--- src/rtl/marks_access_arbiter.sv ---
// Arbitrated owner of the math/physics/lab marks registers: teacher and principal
// writers share a round-robin req/gnt path, students read through an independent port.
module marks_access_arbiter #(
  parameter int WIDTH = 8,
  parameter int CNT_W = 8
) (
  input  logic             clk,
  input  logic             rst,
  input  logic             t_req,
  input  logic [1:0]       t_field,
  input  logic [WIDTH-1:0] t_wdata,
  output logic             t_gnt,
  output logic             t_err,
  input  logic             p_req,
  input  logic [WIDTH-1:0] p_wdata,
  output logic             p_gnt,
  input  logic             s_req,
  input  logic [1:0]       s_field,
  output logic [WIDTH-1:0] s_rdata,
  output logic             s_valid,
  output logic [WIDTH-1:0] math_q,
  output logic [WIDTH-1:0] physics_q,
  output logic [WIDTH-1:0] lab_q,
  output logic             lab_locked,
  output logic [CNT_W-1:0] commit_cnt
);

  typedef enum logic {ST_IDLE = 1'b0, ST_GRANT = 1'b1} state_t;

  state_t                r_state;
  state_t                w_state_next;
  logic                  r_ptr;    // 1 = principal wins the next tie
  logic                  r_owner;  // 1 = principal owns the current grant
  logic [1:0]            r_field;
  logic [WIDTH-1:0]      r_wdata;
  logic                  r_lab_locked;
  logic [CNT_W-1:0]      r_commit_cnt;
  logic                  r_s_valid;
  logic [WIDTH-1:0]      r_s_rdata;
  logic [2:0][WIDTH-1:0] w_marks;
  logic [2:0]            w_wr_en;
  logic                  w_pick_p;
  logic                  w_t_allow;
  logic                  w_commit;
  logic [WIDTH-1:0]      w_s_mux;

  assign w_pick_p  = p_req & (~t_req | r_ptr);
  assign w_t_allow = (r_field == 2'd0) | (r_field == 2'd1) |
                     ((r_field == 2'd2) & ~r_lab_locked);

  always_ff @(posedge clk) begin
    if (rst) begin
      r_state <= ST_IDLE;
      r_ptr   <= 1'b0;
      r_owner <= 1'b0;
      r_field <= 2'd0;
      r_wdata <= '0;
    end else begin
      r_state <= w_state_next;
      if (r_state == ST_IDLE && (t_req | p_req)) begin
        // The principal can only ever target lab, so its request is latched as field 2.
        r_owner <= w_pick_p;
        r_field <= w_pick_p ? 2'd2 : t_field;
        r_wdata <= w_pick_p ? p_wdata : t_wdata;
      end
      if (r_state == ST_GRANT) begin
        r_ptr <= ~r_owner;
      end
    end
  end

  // Handshake pulses are suppressed while rst is high so an aborted grant never shows.
  always_comb begin
    w_state_next = r_state;
    t_gnt        = 1'b0;
    t_err        = 1'b0;
    p_gnt        = 1'b0;
    w_commit     = 1'b0;
    case (r_state)
      ST_IDLE: begin
        if (t_req | p_req) begin
          w_state_next = ST_GRANT;
        end
      end
      ST_GRANT: begin
        w_state_next = ST_IDLE;
        if (!rst) begin
          if (r_owner) begin
            p_gnt    = 1'b1;
            w_commit = 1'b1;
          end else if (w_t_allow) begin
            t_gnt    = 1'b1;
            w_commit = 1'b1;
          end else begin
            t_err = 1'b1;
          end
        end
      end
      default: w_state_next = ST_IDLE;
    endcase
  end

  genvar gi;
  generate
    for (gi = 0; gi < 3; gi++) begin : g_marks
      logic [WIDTH-1:0] r_mark;
      assign w_wr_en[gi] = w_commit & (r_field == 2'(gi));
      assign w_marks[gi] = r_mark;
      always_ff @(posedge clk) begin
        if (rst) begin
          r_mark <= '0;
        end else if (w_wr_en[gi]) begin
          r_mark <= r_wdata;
        end
      end
    end
  endgenerate

  always_ff @(posedge clk) begin
    if (rst) begin
      r_lab_locked <= 1'b0;
      r_commit_cnt <= '0;
    end else begin
      if (p_gnt) begin
        r_lab_locked <= 1'b1;
      end
      if (w_commit && r_commit_cnt != {CNT_W{1'b1}}) begin
        r_commit_cnt <= r_commit_cnt + 1'b1;
      end
    end
  end

  always_comb begin
    w_s_mux = '0;
    case (s_field)
      2'd0:    w_s_mux = w_marks[0];
      2'd1:    w_s_mux = w_marks[1];
      2'd2:    w_s_mux = w_marks[2];
      default: w_s_mux = '0;
    endcase
  end

  // Reads sample the register before any write committing on the same edge.
  always_ff @(posedge clk) begin
    if (rst) begin
      r_s_valid <= 1'b0;
      r_s_rdata <= '0;
    end else begin
      r_s_valid <= s_req;
      if (s_req) begin
        r_s_rdata <= w_s_mux;
      end
    end
  end

  assign math_q     = w_marks[0];
  assign physics_q  = w_marks[1];
  assign lab_q      = w_marks[2];
  assign lab_locked = r_lab_locked;
  assign commit_cnt = r_commit_cnt;
  assign s_valid    = r_s_valid;
  assign s_rdata    = r_s_rdata;

endmodule

--- config.mk ---
export PLATFORM = sky130hd
export DESIGN_NAME = marks_access_arbiter
export DESIGN_NICKNAME = d
export VERILOG_FILES = /design/src/rtl/marks_access_arbiter.sv
export SDC_FILE = /design/constraint.sdc
export NUM_CORES = 1
export LEC_CHECK = 0
export BUFFER_PORTS_ARGS = -buffer_cell sky130_fd_sc_hd__buf_2
export CAP_MARGIN = 15
export CORE_MARGIN = 10
export CORE_UTILIZATION = 54
export DETAILED_ROUTE_END_ITERATION = 7
export GPL_TIMING_DRIVEN = 0
export PLACE_DENSITY = 0.83
export SLEW_MARGIN = 15
export SYNTH_ARGS = -nofsm -noshare
export SYNTH_HDL_FRONTEND = slang
export SYNTH_SLANG_ARGS = --single-unit
--- constraint.sdc ---
create_clock -name clk -period 3.1 [get_ports clk]
set_clock_uncertainty 0.05 [all_clocks]
set_input_delay 0 -clock clk [delete_from_list [all_inputs] [get_ports clk]]
set_output_delay 0 -clock clk [all_outputs]
set_load 0.005 [all_outputs]
After elaboration in Yosys (flattened, before gate mapping). Index checks and enable logic that the tools add are counted.

Mux-type cells: 19. Add/subtract/negate cells: 1. Equality and inequality tests: 5. Bitwise gates (word level): 13. Reductions and logical operators: 4.

Operator list (number): $pmux 8 s3 (1); $mux 1 (15); $add 8x1->8 const B (1); $mux 8 (1); $ne 8x8->1 const B (1); $and 1x1->1 (5); $eq 2x1->1 const B (2); $eq 2x2->1 const B (2); $logic_not 2->1 (2); $not 1->1 (4); $or 1x1->1 (4); $logic_and 1x1->1 (2); $mux 2 (1); $pmux 1 s2 (1).

Logic and storage cells: 54. Input bits: 25. Register bits after elaboration: 55. Output and inout port bits: 45.

Longest topological paths before layout.
Depth after elaboration: 8. Depth in mapped cells: 6.

Worst setup path before layout. OpenSTA, ideal clock, no wires.

Kind: flip-flop to flip-flop. Start: register r_state. End: register g_marks[2].r_mark[0] (netlist: lab_q[0]). Arrival: 1.433 ns. Cell stages (with the launch flop): 5. Required time: 2.922 ns. Path slack: 1.490 ns. Period minus slack after synthesis: 1.610 ns. Library setup time: 0.128 ns. Cells stage by stage: dfxtp_1 -> nand2b_4 -> a2111oi_4 -> mux2i_1 -> nor2_1.

Longest elaborated chain between the ends: 2.

Ends and longest elaborated chain: start, declared (line 30) `state_t r_state;`; start signal, assigned (line 59) `r_state <= w_state_next;`; $mux 1 (line 79) `case (r_state)`; $and 1x1->1 (line 107) `assign w_wr_en[gi] = w_commit & (r_field == 2'(gi));`; end signal, assigned (line 113) `r_mark <= r_wdata;`; end, declared (line 106) `logic [WIDTH-1:0] r_mark;`.

Every way passes these cells. A chain may end at the register's enable or synchronous reset.

Final worst setup path.
Start: register r_state. End: register r_field[1].

Longest elaborated chain between the ends: 2.

Ends and longest elaborated chain: $not 1->1; $logic_and 1x1->1 (line 60) `if (r_state == ST_IDLE && (t_req | p_req)) begin`; end signal, assigned (line 63) `r_field <= w_pick_p ? 2'd2 : t_field;`; end, declared (line 34) `logic [1:0] r_field;`.

Every way passes these cells.

==> impl_metrics.ini <==
[power_and_ir_drop]
leakagePower_nw = 1.29
total_power_mw = 1.32
ir_drop_uv = 375
p_per_area_nw_per_um2 = 448

[timing]
setup_viol = 0
maxSlewHeadroom_pct = 46.2
fin_crit_sh_pct = 63.3
worst_pin_slew_ns = 0.801
max_freq_ghz = 0.510
min_period_ns = 1.96
slew_violations = 0
final-hold-violation-count = 0
setup-tns-final_ns = 0
rsz0062_at_grt = no
fin_hold_ws_ns = 0.00497

[flow_run]
cap_violations = 0

[final_layout]
drive_gt1_share_pct = 22.4
insertedDiodeCount = 0
design_area_um2 = 2940
area_growth_pct = 28.7
final_core_util_pct = 72.6
layout_common_cells = buf_2 (67), dfxtp_1 (55), nor2_1 (40), nand2_1 (36), a21oi_1 (28)
layout_commonest_cell = buf_2
fill_cells = 313
fin_nets = 377

[placement]
gp_congestion = 0.799
placed_cell_area_um2 = 2680
port_buffers = 65
dp_hpwl_um = 4430

[cts]
cts_buffer_depth = 2
clk_pin_slew_worst_paths_ns = 0.10
cts_root_buf = clkbuf_8
cts-resized-gates = 0
cts_buffers = 5
cts_hold_buf = 18
clock_sinks = 55
clk_latency_ns = 0.31
cts_setup_buffers = 0
cts_tree = done
cts-htree-levels = 2

[worst_setup_path]
cp-end-kind = flip-flop
start_kind = flip-flop
reg2reg_depth = 4
worstPathMaxFanout = 10
path_class = reg2reg
crit_arrival_ns = 2.12
critPathRequiredTime_ns = 3.26
timing.rr.start = r_state
regToRegSetupSlack_ns = 1.14
r2r-end = r_field[1]

[min_path]
holdPathStages = 3
min_from = t_wdata[0]
min_to = r_wdata[0]
min_path_type = in2reg

[global_routing]
met1_usage_pct = 18.1
grt_pass1_wl_um = 10100
grt_busiest_layer = met2
globalRouteOverflowTotal = 0
met2_usage_pct = 29.6
antenna_found_initial = 0
grt_max_degree = 18
grt_pass1_vias = 2172
grtUsageTotal_pct = 16.6
grt_use_met3_pct = 5.26

[floorplanning]
initial_core_util_pct = 56.4
chipWidth_um = 85.1
die_y_um = 85.1
num_io_pins = 70
num_rows = 23
coreArea_um2 = 4060
die_area_um2 = 7240

[detailed_routing]
dr.first_iter.drc_count = 102
firstDrtPassIters = 4
drc = 0
vias_per_cell = 5.22
postRouteAntennaNets = 0
wl_per_cell_um = 14.7
routed_wl_um = 5920
vias = 2099

[yosys]
ys_async_sr_fraction_pct = 0
syn_area_um2 = 2290
synth_area_leaders = dfxtp_1 (48%), mux2i_1 (11%), nor2_1 (6.6%), a21oi_1 (6.1%), nand2_1 (5.9%)
ys.flop_type = dfxtp_1
ys_types = 33
syn_avg_cell_area_um2 = 8.76
seq_area_frac_synth_pct = 48.1
yosys_warnings = 0
syn-num-nets = 287
syn_inst = 261
synth_edf_count = 0
synth_top_cell_by_area = dfxtp_1
synth_top_area_share_pct = 48.1
synth-seq-cells = 55

[status]
status = finished, final reports clean
per-stage QoR:
| stage | setup slack [ns] | instances |
|---|---|---|
| 3_5_place_dp | 1.29 | 376 |
| 5_1_grt | 0.977 | 402 |
| 3_3_place_gp | 1.34 | 376 |
| 6_report | 1.14 | 402 |
| 4_1_cts | 1.15 | 402 |
| 2_1_floorplan | 1.49 | 261 |
layer usage:
| layer | part of all wire, % | wire length (um) |
|---|---|---|
| met2 | 50 | 2980 |
| met4 | 1.6 | 94 |
| met5 | 0 | 0 |
| met3 | 7.6 | 450 |
| met1 | 40 | 2390 |
how the worst max path moves through the flow:
stage / from / to / depth (start not counted)
after floorplan: r_state / lab_q[0] / 4
after global placement: r_field[0] / commit_cnt[7] / 5
after detailed placement: r_state / lab_q[7] / 4
after CTS: r_state / r_field[1] / 4
after global routing: r_ptr / r_wdata[2] / 5
final: r_state / r_field[1] / 4
cell usage after synthesis (2+ instances only):
master	number
and3_1	2
or3_1	4
o21ai_0	5
o311ai_0	2
nor2b_1	2
dfxtp_1	55
clkbuf_1	12
nor2_1	40
inv_1	5
o41ai_1	2
nand3_1	6
mux2i_1	26
buf_2	2
nand2_1	36
a211oi_1	16
nor3_1	2
a21oi_1	28
flip-flops by register name (all words and copies together) (netlist names):
register	count
r_ptr	1
physics_q	8
commit_cnt	8
math_q	8
s_valid	1
s_rdata	8
lab_q	8
r_field	2
lab_locked	1
r_owner	1
r_state	1
r_wdata	8
worst max-delay path, cell delays in order (launching register included):
cell and delay [ns]:
dfxtp_1 0.39, nor2_1 0.50, nand2_1 0.10, o221a_2 0.26, dlygate4sd3_1 0.55
cell families after synthesis:
group,after synthesis,share of synthesized area [%]
AO/OA/AOI/OAI,60,17.5
XOR/XNOR,1,0.383
adder cells (fa/ha/maj),1,0.547
buffers and inverters,21,3.88
flip-flops,55,48.1
multiplexers,26,11.4
AND/OR/NAND/NOR,97,18.2
layout make-up:
type                       instances  area [um^2]  share of cell area, %
timing repair buffer              83          505                   17.2
clock buffer                       6         72.6                   2.46
multi-input combinational        185         1100                   37.3
clock inverter                     2         16.3                  0.552
tap                               50         62.6                   2.12
sequential                        55         1100                   37.4
inverter                           5         18.8                  0.637
buffer                            16         70.1                   2.38
power by group:
group / internal, mW / switching [mW]
Sequential: 0.734 / 0.0273
Combinational: 0.0782 / 0.0803
Clock: 0.163 / 0.237
Total: 0.974 / 0.344
Power figures use the tool's default switching activity.
